**src/rtl/rf_wb_arbiter_if.sv**
```systemverilog
// rf_wb_arbiter_if: writeback requesters, arbiter and register-file write port bundle
interface rf_wb_arbiter_if;
  logic        alu_valid;
  logic [4:0]  alu_rd;
  logic [31:0] alu_data;
  logic        alu_ready;
  logic        mem_valid;
  logic [4:0]  mem_rd;
  logic [31:0] mem_data;
  logic        mem_ready;
  logic        wb_stall;
  logic        we;
  logic [4:0]  w_add;
  logic [31:0] w_data;
  logic        force_alu;
  modport master (
    output alu_valid, alu_rd, alu_data, mem_valid, mem_rd, mem_data, wb_stall,
    input  alu_ready, mem_ready, we, w_add, w_data, force_alu
  );
  modport slave (
    input  alu_valid, alu_rd, alu_data, mem_valid, mem_rd, mem_data, wb_stall,
    output alu_ready, mem_ready, we, w_add, w_data, force_alu
  );
endinterface

```
**src/rtl/rf_wb_arbiter.sv**
```systemverilog
// rf_wb_arbiter: shares the register-file write port between ALU and load writebacks
module rf_wb_arbiter #(
  parameter int STARVE_LIMIT = 3,
  parameter int CNT_W        = 2
) (
  input logic            clk,
  input logic            rst,
  rf_wb_arbiter_if.slave bus
);
  typedef enum logic {MEM_PRIO, FORCE_ALU} state_t;
  localparam logic [CNT_W-1:0] LIMIT = CNT_W'(STARVE_LIMIT);
  state_t           state, state_n;
  logic [CNT_W-1:0] cnt, cnt_n;
  logic             go, alu_gnt, mem_gnt;
  // grant decode: loads win unless the ALU has been starved long enough
  always_comb begin
    go            = !rst && !bus.wb_stall;
    alu_gnt       = go && bus.alu_valid && (!bus.mem_valid || state == FORCE_ALU);
    mem_gnt       = go && bus.mem_valid && !alu_gnt;
    bus.alu_ready = alu_gnt;
    bus.mem_ready = mem_gnt;
    bus.force_alu = state == FORCE_ALU;
  end
  // starvation count and priority state; forcing takes effect the cycle the limit is reached
  always_comb begin
    cnt_n   = (!bus.alu_valid || alu_gnt) ? '0 : (mem_gnt && cnt < LIMIT) ? cnt + 1'b1 : cnt;
    state_n = (state == MEM_PRIO) ? ((cnt_n == LIMIT) ? FORCE_ALU : MEM_PRIO)
                                  : ((alu_gnt || !bus.alu_valid) ? MEM_PRIO : FORCE_ALU);
  end
  // registered write port; x0 requests are accepted but never enable a write
  always_ff @(posedge clk) begin
    if (rst) begin
      state      <= MEM_PRIO;
      cnt        <= '0;
      bus.we     <= 1'b0;
      bus.w_add  <= '0;
      bus.w_data <= '0;
    end else begin
      state  <= state_n;
      cnt    <= cnt_n;
      bus.we <= (alu_gnt && |bus.alu_rd) || (mem_gnt && |bus.mem_rd);
      if (alu_gnt || mem_gnt) begin
        bus.w_add  <= alu_gnt ? bus.alu_rd : bus.mem_rd;
        bus.w_data <= alu_gnt ? bus.alu_data : bus.mem_data;
      end
    end
  end
endmodule

```
**src/flat_wrapper.sv**
```systemverilog
// flat-port wrapper written by rule: the top's interface ports become plain ports
module rf_wb_arbiter_flat 
#(
  parameter int STARVE_LIMIT = 3,
  parameter int CNT_W        = 2
)
  (clk, rst, bus_alu_valid, bus_alu_rd, bus_alu_data, bus_mem_valid, bus_mem_rd, bus_mem_data, bus_wb_stall, bus_alu_ready, bus_mem_ready, bus_we, bus_w_add, bus_w_data, bus_force_alu);
  rf_wb_arbiter_if bus_i ();
  input logic clk;
  input logic rst;
  input wire logic [$bits(bus_i.alu_valid)-1:0] bus_alu_valid;
  input wire logic [$bits(bus_i.alu_rd)-1:0] bus_alu_rd;
  input wire logic [$bits(bus_i.alu_data)-1:0] bus_alu_data;
  input wire logic [$bits(bus_i.mem_valid)-1:0] bus_mem_valid;
  input wire logic [$bits(bus_i.mem_rd)-1:0] bus_mem_rd;
  input wire logic [$bits(bus_i.mem_data)-1:0] bus_mem_data;
  input wire logic [$bits(bus_i.wb_stall)-1:0] bus_wb_stall;
  output wire logic [$bits(bus_i.alu_ready)-1:0] bus_alu_ready;
  output wire logic [$bits(bus_i.mem_ready)-1:0] bus_mem_ready;
  output wire logic [$bits(bus_i.we)-1:0] bus_we;
  output wire logic [$bits(bus_i.w_add)-1:0] bus_w_add;
  output wire logic [$bits(bus_i.w_data)-1:0] bus_w_data;
  output wire logic [$bits(bus_i.force_alu)-1:0] bus_force_alu;
  assign bus_i.alu_valid = bus_alu_valid;
  assign bus_i.alu_rd = bus_alu_rd;
  assign bus_i.alu_data = bus_alu_data;
  assign bus_i.mem_valid = bus_mem_valid;
  assign bus_i.mem_rd = bus_mem_rd;
  assign bus_i.mem_data = bus_mem_data;
  assign bus_i.wb_stall = bus_wb_stall;
  assign bus_alu_ready = bus_i.alu_ready;
  assign bus_mem_ready = bus_i.mem_ready;
  assign bus_we = bus_i.we;
  assign bus_w_add = bus_i.w_add;
  assign bus_w_data = bus_i.w_data;
  assign bus_force_alu = bus_i.force_alu;
  rf_wb_arbiter #(.STARVE_LIMIT(STARVE_LIMIT), .CNT_W(CNT_W)) u_core (.clk(clk), .rst(rst), .bus(bus_i));
endmodule
```
**config.mk**
```make
export PLATFORM = sky130hd
export DESIGN_NAME = rf_wb_arbiter_flat
export DESIGN_NICKNAME = d
export VERILOG_FILES = /design/src/rtl/rf_wb_arbiter_if.sv /design/src/rtl/rf_wb_arbiter.sv /design/src/flat_wrapper.sv
export SDC_FILE = /design/constraint.sdc
export NUM_CORES = 1
export LEC_CHECK = 0
export BUFFER_PORTS_ARGS = -buffer_cell sky130_fd_sc_hd__buf_2
export CAP_MARGIN = 20
export CORE_ASPECT_RATIO = 0.9
export CORE_MARGIN = 1.5
export CORE_UTILIZATION = 35
export CTS_BUF_LIST = sky130_fd_sc_hd__clkbuf_2 sky130_fd_sc_hd__clkbuf_4 sky130_fd_sc_hd__clkbuf_8
export DETAILED_ROUTE_END_ITERATION = 6
export MAX_ROUTING_LAYER = met4
export PLACE_DENSITY = 0.63
export SLEW_MARGIN = 10
export SYNTH_ARGS = -nofsm -noshare
export SYNTH_HDL_FRONTEND = slang
export SYNTH_SLANG_ARGS = --single-unit
```
**constraint.sdc**
```tcl
create_clock -name clk -period 2.9 [get_ports clk]
set_input_delay 0.29 -clock clk [delete_from_list [all_inputs] [get_ports clk]]
set_output_delay 0.29 -clock clk [all_outputs]
set_load 0.01 [all_outputs]
```
# Word level (Yosys, flattened, before mapping)
# Index checks and enable logic that the tools add are counted.
# totals
reg_bits,41
# classes
n_eq_ne,1
mux,7
n_lt_le_gt_ge,1
n_addsub,1
reduce_logical,19
# op_table
op,count
$mux 32,1
$reduce_or 5->1,2
$logic_and 1x1->1,8
$logic_not 1->1,5
$mux 5,1
$logic_or 1x1->1,4
$mux 2,2
$mux 1,3
$add 2x1->2 const B,1
$eq 2x2->1 const B,1
$lt 2x2->1 const B,1

# Longest topological paths before layout
# logic_depth
ltp_word,12
depth_mapped,6
ltp_nobuf,4

# Worst setup path before layout
# No wires, ideal clock.
# synth_timing
path_type,reg2reg
from,register u_core.cnt[0]
to,register u_core.cnt[0]
period_less_slack_ns,1.549
arrival_ns,1.479
required_ns,2.830
setup_time_ns,0.070
stages_incl_launch_ff,5
setup_slack_ns,1.351
path_buffers,0
path_cell_list,dfxtp_1 ha_1 or4b_4 or3_1 a21oi_1
# synth_via
elab_chain_len,4
word_cells_on_any_way,5
classes_between,add/sub (1); order compare (1); mux (2); reduce/logical (1)
# synth_lines
element,line,source
start: declaration,rf_wb_arbiter.sv:13,"logic [CNT_W-1:0] cnt, cnt_n;"
start signal: assignment,rf_wb_arbiter.sv:40,cnt <= cnt_n;
$lt 2x2->1,rf_wb_arbiter.sv:26,cnt_n = (!bus.alu_valid || alu_gnt) ? '0 : (mem_gnt && cnt < LIMIT) ? cnt + 1'b1 : cnt;
$logic_and 1x1->1,rf_wb_arbiter.sv:26,
$mux 2 * (2 in a row),rf_wb_arbiter.sv:26,
# Every way passes the cells marked *; elsewhere a longest branch is shown, timed or not.
# A chain may end at the register's enable or synchronous reset.

# Final worst setup path
# layout_timing
from,register u_core.state (netlist: u_core.bus.force_alu)
to,output bus_alu_ready
# layout_via
elab_chain_len,2
# layout_lines
element,line,source
start: declaration,rf_wb_arbiter.sv:12,"state_t state, state_n;"
start signal: assignment,rf_wb_arbiter.sv:39,state <= state_n;
$logic_or 1x1->1,rf_wb_arbiter.sv:18,alu_gnt = go && bus.alu_valid && (!bus.mem_valid || state == FORCE_ALU);
$logic_and 1x1->1,rf_wb_arbiter.sv:18,
end: declaration,flat_wrapper.sv:18,output wire logic [$bits(bus_i.alu_ready)-1:0] bus_alu_ready;
# No other way between the ends.

==> tab_implementation.tex <==
\begin{tabular}{lr}
\hline
Metric & Value \\
\hline
\multicolumn{2}{l}{\textbf{Outcome}} \\
Status & complete, no violations \\
\multicolumn{2}{l}{\textbf{STA}} \\
Max-slew violations & 0 \\
Worst slew pin tran & roughly 0.77 ns \\
Period minus WS final & around 1.9 ns \\
FMAX & approximately 530 MHz \\
Post-layout worst setup margin & 1.009 ns \\
Slew Limit Headroom & 0.4820 \\
Final clock skew & between 0.01 and 0.015 ns \\
Share of the cycle needed by the critical path after routing & 0.6521 \\
Setup Viol. Count Final & 0 \\
Setup repair after global routing missed its margin & no \\
Worst hold-check slack & about 0.27 ns \\
Final hold violation count & 0 \\
Setup TNS after final layout & 0 ns \\
\multicolumn{2}{l}{\textbf{Yosys}} \\
Synth unique cells & 29 \\
Number of nets produced by synthesis & approximately 330 \\
Top area cells in the synthesized netlist & dfxtp\_1 40\%, a311oi\_1 14\%, nand3\_1 10\%, o21ai\_0 8.9\%, a21oi\_1 8.2\% \\
Count of synthesis-stage warnings from yosys & 0 \\
Fraction of the yosys area taken by sequential cells & 0.3966 \\
Synthesized instance count & between 200 and 300 \\
Synth Register Bits & 41 \\
Cell taking the most area after synthesis & dfxtp\_1 \\
Average instance area after synthesis & $\sim$8.1 sq um \\
Synth Cell Area & roughly 2100 sq um \\
Area fraction of the dominant cell type after synthesis & 0.3966 \\
\multicolumn{2}{l}{\textbf{Run}} \\
Max-capacitance violation count & 0 \\
\multicolumn{2}{l}{\textbf{Placement}} \\
Total cell area at the placement stage & about 2700 sq um \\
Weighted congestion reported at the end of routability-driven placement & $\sim$0.8 \\
Detail Placement HPWL & between 4 and 5 mm \\
Setup slack at placement & 0.7796 ns \\
Quantity of I/O buffers inserted on ports & between 100 and 150 \\
\multicolumn{2}{l}{\textbf{CTS}} \\
Hold Buf Count CTS & 0 \\
CTS buffer count & 5 \\
CTS tree & yes \\
Clock insertion delay at the later pin of the skew report & around 0.29 ns \\
Number of cells upsized or downsized after cts & 0 \\
CTS H-Tree Depth & 2 \\
Count of clock tree sinks & slightly above 40 \\
Number of setup buffers added after CTS & 0 \\
Clk Tree Root Cell & clkbuf\_8 \\
Post-CTS clock slew at the launch and capture registers of the worst setup and hold paths & roughly 0.090 ns \\
Maximum root-to-sink buffer count & 2 \\
\multicolumn{2}{l}{\textbf{Drt}} \\
Total length of routed wires & approximately 6.8 mm \\
Initial detailed-routing violation count & around 150 \\
Remaining antenna violation count after routing & 0 \\
Drt via density & 5.633 \\
Count of vias placed by the detailed router & approximately 2400 \\
Detailed Routing Iterations Pass 1 & 4 \\
DRC violations left & 0 \\
Post-DR wirelength/cell & 15.74 um \\
\multicolumn{2}{l}{\textbf{Critical path}} \\
Data required time of the worst path & about 2.6 ns \\
Max FO, Critical Path & 22 \\
R2r startpoint & u\_core.bus.force\_alu\$\_SDFF\_PP0\_ \\
Arrival time at the worst endpoint & roughly 1.6 ns \\
Sort of element at the start of the critical path & flip-flop \\
Destination of the worst register-to-register timing path & u\_core.bus.w\_data[12]\$\_SDFFE\_PP0P\_ \\
Worst Reg2Reg Path Length in Cells & 4 \\
Crit. End Element & output pin \\
Worst R2R Setup Slack & between 1 and 1.5 ns \\
Setup CP Type & reg -> out \\
\multicolumn{2}{l}{\textbf{GRT}} \\
Via count of the first global-routing pass & roughly 2200 \\
Global-route usage over all layers & 0.2138 \\
Maximum number of pins on one net before global-route repair & 33 \\
Global-route wire length before repair & 10.85 mm \\
Total grt overflow & 0 \\
Initial antenna violation count & 0 \\
\multicolumn{2}{l}{\textbf{Min path}} \\
Beginning of the worst hold path & bus\_alu\_data[2] \\
Hold/Removal Path Class & in -> reg \\
Worst Hold Depth & 3 \\
WHS Endpoint & u\_core.bus.w\_data[2]\$\_SDFFE\_PP0P\_ \\
\multicolumn{2}{l}{\textbf{Finish}} \\
FILL cells & between 500 and 600 \\
Share of post-route cells with drive strength above 1 & 0.4022 \\
Final Core Density & 0.4943 \\
Inserted Diodes & 0 \\
Final net count & around 440 \\
Post-route cell area & between 2000 and 3000 sq um \\
Area added between synthesis and finish & 35.97\% \\
Multi-input gate area & 1096 sq um \\
Storage cell area & about 820 sq um \\
\multicolumn{2}{l}{\textbf{Floorplan}} \\
Ports placed on the boundary & 120 \\
Horiz. Die Dim & 84.06 um \\
Vertical extent of the die & $\sim$76 um \\
Initial core utilization & 0.3635 \\
Core Area & roughly 5700 sq um \\
Die area & 6384 sq um \\
Row Count & 26 \\
\multicolumn{2}{l}{\textbf{Pwr}} \\
Peak ir drop on the vdd network & between 0.2 and 0.25 mV \\
Leakage component of the power & around 0.0012 uW \\
Power per cell area & about 480 nW/um\^{}2 \\
\hline
\end{tabular}
## state kept, by name, summed over array words and instances, names as in the netlist
register,count
u_core.bus.w_data,32
u_core.cnt,2
u_core.bus.we,1
u_core.bus.force_alu,1
u_core.bus.w_add,5
## worst max-delay path, cell delays in order, from the launching register on
cell and delay (ns):
dfxtp_1 0.36, nor2b_2 0.64, nor2_1 0.14, buf_2 0.18
## Yosys cell counts (all sizes together)
cell	count
a211oi	1
a21oi	34
a22o	1
a311oi	32
a31oi	6
and2	2
buf	12
clkbuf	18
dfxtp	41
ha	1
inv	1
nand2	2
nand3	43
nand3b	2
nor2	6
nor2b	2
nor3	2
nor3b	1
nor4b	1
o21ai	40
or2	2
or2b	1
or3	1
or3b	1
or4b	1
## cells by family after synthesis
kind of cell               synth area share
AOI/OAI and AO/OA                    0.3404
and+or+nand+nor                      0.1796
DFF                                  0.3966
buffers and inverters               0.07738
adders and majority gates          0.006045
## report_power, final
part / switching (uW) / internal (uW) / leakage [uW]
sequential: 17.2 / 596 / 0.000336
combinational: 144 / 112 / 0.000776
clock: 200 / 290 / 0.0000619
## metrics by stage
| step | power (uW) | std cells |
|---|---|---|
| after CTS | 1373 | 433 |
| after global placement | 881.6 | 425 |
| after floorplan | 763.0 | 254 |
| final | 1360 | 433 |
| after detailed placement | 881.5 | 425 |
| after global routing | 1430 | 433 |
## worst max-delay path by stage
stage | start | end | cells past startpoint
2_1_floorplan | u_core.cnt[0]$_SDFF_PP0_ | u_core.cnt[0]$_SDFF_PP0_ | 4
3_3_place_gp | rst | u_core.bus.w_data[9]$_SDFFE_PP0P_ | 6
3_5_place_dp | rst | u_core.bus.w_data[9]$_SDFFE_PP0P_ | 6
4_1_cts | u_core.bus.force_alu$_SDFF_PP0_ | bus_alu_ready | 3
5_1_grt | u_core.bus.force_alu$_SDFF_PP0_ | bus_alu_ready | 3
6_report | u_core.bus.force_alu$_SDFF_PP0_ | bus_alu_ready | 3
## metal layers
metal	GRT usage	vias up	part of all wire
met2	0.3112	122	0.44
met1	0.2894	1113	0.46
li1	-	1198	-
met5	-	-	0
met3	0.06209	6	0.085
met4	0.05902	0	0.0090
## cell type report
class / count / share of cell area
timing repair buffer: 131 / 0.2437
inverter: 1 / 0.001334
tap: 70 / 0.03112
clock buffer: 7 / 0.03201
sequential: 41 / 0.2917
multi-input combinational: 182 / 0.3895
clock inverter: 1 / 0.01067
## cells in the final DEF, fill, tap and decap left out
master,n
nand2_1,2
clkbuf_8,6
a31oi_1,6
a22o_1,1
nand3_1,43
dfxtp_1,41
a311oi_1,32
or4b_4,1
ha_1,1
nor2_1,4
a21oi_1,34
or3_1,1
o21ai_1,3
nor2_2,2
nor3_1,2
inv_1,1
nor4b_1,1
buf_4,12
or3b_1,1
nand3b_1,2
a211oi_1,1
nor2b_2,1
or2_2,2
buf_2,119
clkbuf_4,1
bufinv_16,1
nor3b_4,1
and2_1,2
or2b_1,1
o21ai_0,37
nor2b_1,1
Note: power is estimated with default switching activity, not from simulation.
